## src/rtl/nibble_serial_adder_ctrl.sv

```systemverilog
// Wide adder sequencer: feeds one external 4-bit full-adder slice one nibble per cycle,
// LSB first, rippling the carry through carry_q and assembling the registered result.
//
// state  | meaning
// -------+-------------------------------------------------------------
// S_IDLE | waiting for start; slice inputs held at 0
// S_RUN  | nibble idx_q presented to the slice, its sum captured each edge
// S_DONE | one-cycle done pulse; sum/cout/ovf valid
module nibble_serial_adder_ctrl #(
    parameter int NIB = 4
) (
    input  logic               clk,
    input  logic               rst_n,
    input  logic               start,
    input  logic [4*NIB-1:0]   op_a,
    input  logic [4*NIB-1:0]   op_b,
    input  logic               cin,
    output logic               busy,
    output logic               done,
    output logic [4*NIB-1:0]   sum,
    output logic               cout,
    output logic               ovf,
    output logic [3:0]         add_a,
    output logic [3:0]         add_b,
    output logic               add_cin,
    input  logic [3:0]         add_s,
    input  logic               add_cout
);

    localparam int W  = 4 * NIB;
    localparam int IW = (NIB > 1) ? $clog2(NIB) : 1;
    localparam logic [IW-1:0] LAST = IW'(NIB - 1);

    typedef enum logic [1:0] {
        S_IDLE = 2'd0,
        S_RUN  = 2'd1,
        S_DONE = 2'd2
    } state_t;

    state_t          state_q, state_d;
    logic [W-1:0]    a_q, a_d;
    logic [W-1:0]    b_q, b_d;
    logic [W-1:0]    sum_q, sum_d;
    logic [IW-1:0]   idx_q, idx_d;
    logic            carry_q, carry_d;
    logic            cout_q, cout_d;
    logic            ovf_q, ovf_d;

    always_ff @(posedge clk) begin
        if (!rst_n) begin
            state_q <= S_IDLE;
            a_q     <= '0;
            b_q     <= '0;
            sum_q   <= '0;
            idx_q   <= '0;
            carry_q <= 1'b0;
            cout_q  <= 1'b0;
            ovf_q   <= 1'b0;
        end else begin
            state_q <= state_d;
            a_q     <= a_d;
            b_q     <= b_d;
            sum_q   <= sum_d;
            idx_q   <= idx_d;
            carry_q <= carry_d;
            cout_q  <= cout_d;
            ovf_q   <= ovf_d;
        end
    end

    always_comb begin
        state_d = state_q;
        a_d     = a_q;
        b_d     = b_q;
        sum_d   = sum_q;
        idx_d   = idx_q;
        carry_d = carry_q;
        cout_d  = cout_q;
        ovf_d   = ovf_q;
        add_a   = 4'h0;
        add_b   = 4'h0;
        add_cin = 1'b0;

        case (state_q)
            S_IDLE: begin
                if (start) begin
                    state_d = S_RUN;
                    a_d     = op_a;
                    b_d     = op_b;
                    carry_d = cin;
                    idx_d   = '0;
                    sum_d   = '0;
                    cout_d  = 1'b0;
                    ovf_d   = 1'b0;
                end
            end
            S_RUN: begin
                add_cin = carry_q;
                for (int k = 0; k < NIB; k++) begin
                    if (idx_q == IW'(k)) begin
                        add_a           = a_q[4*k +: 4];
                        add_b           = b_q[4*k +: 4];
                        sum_d[4*k +: 4] = add_s;
                    end
                end
                carry_d = add_cout;
                if (idx_q == LAST) begin
                    state_d = S_DONE;
                    // Result flags registered on the final nibble so they are valid in S_DONE.
                    cout_d  = add_cout;
                    ovf_d   = (a_q[W-1] == b_q[W-1]) && (add_s[3] != a_q[W-1]);
                end else begin
                    idx_d = idx_q + 1'b1;
                end
            end
            S_DONE: begin
                state_d = S_IDLE;
            end
            default: begin
                state_d = S_IDLE;
            end
        endcase
    end

    assign busy = (state_q == S_RUN);
    assign done = (state_q == S_DONE);
    assign sum  = sum_q;
    assign cout = cout_q;
    assign ovf  = ovf_q;

endmodule

```

## config.mk

```make
export PLATFORM = sky130hd
export DESIGN_NAME = nibble_serial_adder_ctrl
export DESIGN_NICKNAME = d
export VERILOG_FILES = /design/src/rtl/nibble_serial_adder_ctrl.sv
export SDC_FILE = /design/constraint.sdc
export NUM_CORES = 1
export LEC_CHECK = 0
export ABC_AREA = 1
export BUFFER_PORTS_ARGS = -buffer_cell sky130_fd_sc_hd__buf_2
export CORE_MARGIN = 2
export CORE_UTILIZATION = 44
export DETAILED_ROUTE_END_ITERATION = 7
export PLACE_DENSITY_LB_ADDON = 0.3
export SLEW_MARGIN = 20
export SYNTH_ARGS = -nofsm -noshare
export SYNTH_HDL_FRONTEND = slang
export SYNTH_SLANG_ARGS = --single-unit
```

## constraint.sdc

```tcl
create_clock -name clk -period 1.6 [get_ports clk]
set_input_delay 0.16 -clock clk [delete_from_list [all_inputs] [get_ports clk]]
set_output_delay 0.16 -clock clk [all_outputs]
set_load 0.05 [all_outputs]
```

==> key figures <==
Floorplanning
  • Initial Util: between 40% and 50%
  • Core area: 5172 sq um
  • Die width: between 70 and 80 um
  • Rows: 26
  • # IOs: 70
  • Die Ht: 77.85 um
  • Die area: roughly 6100 sq um

Critical path
  • Worst Path Arrival: 1.60 ns
  • CP startpoint kind: flop
  • Worst-path maximum fanout: 4
  • WS Path Type: flop to output pin
  • Worst setup EP type: output pin
  • Worst path required time: between 1 and 1.5 ns

Timing
  • Setup TNS: -1.088 ns
  • Max Slew Vio Count: 0
  • RSZ-0062 raised after global routing: yes
  • Worst slew pin tran: 0.4782 ns
  • Final worst setup slack: -0.1627 ns
  • Maximum clock rate: 0.5673 GHz
  • Slew headroom: 68.08%
  • Final period util: 110.2%
  • Clock skew: 0.01245 ns
  • Fin. Hold Viols: 0
  • Worst hold slack: around 0.088 ns
  • Final setup viols: 8
  • Tmin final: 1.763 ns

Yosys
  • Post-Syn Instances: between 300 and 400
  • Synthesized area: between 2000 and 2500 sq um
  • Post-Syn Nets: ~380
  • Yosys Warn Count: 0
  • Library cells used by synthesis: 24
  • Sequential share of the synthesized area: a little under half
  • Synthesized area per cell: 7.228 sq um
  • FF+latch count, synth: 55

Power and ir drop
  • P per Cell Area: roughly 950 nW/um^2
  • Combinational fraction of design power: 23.6%
  • Clock power frac: a little over a quarter
  • Sequential power share: approximately 50%
  • Leakage power: between 1.5 and 2 nW
  • Power Internal: around 2.1 mW
  • Switching part of the total: 31.62%
  • Overall power: between 3 and 4 mW
  • P_sw: just under 1 mW
  • VDD IR max: approximately 0.53 mV

Route
  • Antenna-violating nets left: 0
  • Vias per cell: approximately 5.0
  • Drt first pass iters: 4
  • 1st-iter DRT viols: ~100
  • DR vias: 2415
  • DRC: 0
  • DR WL/cell: 12.68 um
  • Final wirelength: between 6000 and 7000 um

CTS
  • H-tree Lvls: 2
  • Root Buffer: clkbuf_8
  • CTS max path bufs: 2
  • CTS tree: yes
  • Worst-path clk slew: around 0.10 ns
  • Total CTS buffers: 5
  • Clk sinks: 55
  • Clock latency on the worst-skew pair: 0.31 ns

Global route
  • Vias in the first global route: 2237
  • First-pass GRT wire length: ~10000 um
  • GR Overflow Total: 0
  • Tot GR Track Use: a little over a fifth
  • Initial antenna violation count: 0
  • Largest net degree at the start of global routing: 31

Placement
  • Gp weighted congestion: between 0.7 and 0.8
  • Estimated wirelength of the detail-placed design: roughly 4200 um
  • # placed instances: about 470
  • IO Port Bufs: 69
  • DP Worst Slack: -0.03494 ns

Hold path
  • Worst Hold Class: input pin to flop

Outcome
  • Failing checks: negative setup slack
  • Status: complete, but fails checks

Run
  • Max cap viols: 0

Cells and area
  • Non-Filler Instances: about 480
  • Layout cells sized above 1: between 30 and 40%
  • N_diodes: 0
  • Number of fill cells: 472
  • Most frequent cells in the layout: nor2_1 (77), buf_2 (60), nand2_1 (52), dfxtp_1 (52), o21ai_0 (39)
  • Most common cell after layout, fill and taps aside: nor2_1
  • Layout Nets: roughly 460
  • Synth-to-layout area growth: 34.31%
==> timing repair <==
action	4_1_cts	5_1_grt
setup endpoints to repair	12	9
gates resized for setup	52	4
pin swaps	27	6
buffers inserted	2	2
hold buffers	0	0
==> cells in the mapped netlist <==
library cell  number  share of area [%]
clkinv_1           2               0.31
nand2_1           60                9.4
nand2_4            3                1.4
buf_4              6                1.9
nand3b_1           1               0.31
nor2_1            77                 12
inv_1             15                2.3
nand3_1           11                2.3
clkbuf_2           1               0.21
inv_2              4               0.63
buf_2              4               0.83
clkbuf_1           4               0.63
o21ai_0           39                8.1
ha_1               4                2.1
and2_0             1               0.26
a21oi_1           29                6.0
o211ai_1           8                2.5
dfxtp_1           55                 46
nand2_2            2               0.52
nor2_4             2               0.94
a31oi_1            1               0.26
nand3_2            1               0.42
o21ai_1            1               0.21
buf_6              1               0.47
==> through the flow <==
| step | utilization (%) | instance area, sq um |
|---|---|---|
| 6_report | 62.31 | 3223 |
| 2_1_floorplan | - | 2420 |
| 4_1_cts | 61.64 | 3188 |
| 3_3_place_gp | 56.10 | 2902 |
| 3_5_place_dp | 56.10 | 2902 |
| 5_1_grt | 62.31 | 3223 |
==> flip-flops by register name, indices dropped and copies added (netlist names) <==
register / cells
idx_q: 2
state_q: 2
a_q: 16
b_q: 16
carry_q: 1
sum: 16
ovf: 1
cout: 1
==> power groups by stage <==
stage / logic (mW) / registers, mW / clock network [mW]
4_1_cts: 0.710 / 1.53 / 0.820
3_3_place_gp: 0.634 / 1.55 / 0
6_report: 0.722 / 1.53 / 0.813
5_1_grt: 0.794 / 1.54 / 0.872
2_1_floorplan: 0.378 / 1.62 / 0
3_5_place_dp: 0.644 / 1.55 / 0
==> critical path: stages (launching register included) <==
cell and delay, ns:
dfxtp_4 0.40, inv_4 0.05, ha_4 0.17, buf_4 0.16, a21oi_2 0.10, nand2_1 0.07, o211ai_1 0.11, nand2_2 0.09
buf_8 0.16
==> area by class of cell <==
type	instances	area, sq um	share of cell area, %
clock buffer	7	86.33	2.679
clock inverter	1	8.758	0.2717
inverter	21	92.59	2.873
multi-input combinational	240	1211	37.58
sequential	55	1110	34.43
tap	70	87.58	2.717
timing repair buffer	89	626.9	19.45
==> final timing paths <==
path / startpoint / endpoint / slack [ns] / cells past startpoint
setup / recovery: idx_q[0]$_SDFFE_PN0P_ / add_a[1] / -0.16 / 8
hold / removal: op_a[14] / a_q[14]$_SDFFE_PN0P_ / 0.09 / 3
setup reg to reg: idx_q[0]$_SDFFE_PN0P_ / sum[1]$_SDFFE_PN0P_ / 0.18 / 9
hold reg to reg: sum[2]$_SDFFE_PN0P_ / sum[2]$_SDFFE_PN0P_ / 0.47 / 2
==> cell families (layout without fill, tap and decap cells) <==
| kind of cell | after synthesis | count (layout) | share of synthesized area (%) |
|---|---|---|---|
| adders and majority gates | 4 | 4 | 2.086 |
| and+or+nand+nor | 158 | 158 | 27.58 |
| buffers and inverters | 37 | 118 | 7.299 |
| AOI/OAI and AO/OA | 78 | 78 | 17.15 |
| DFF | 55 | 55 | 45.88 |
==> metal layers <==
metal | GRT usage (%) | up-vias | wire (um)
li1 | - | 1234 | -
met1 | 27.21 | 1098 | 2785
met2 | 36.03 | 72 | 2885
met3 | 4.651 | 11 | 354
met4 | 6.786 | 0 | 101
met5 | 0 | - | 0
Power figures use the tool's default switching activity.
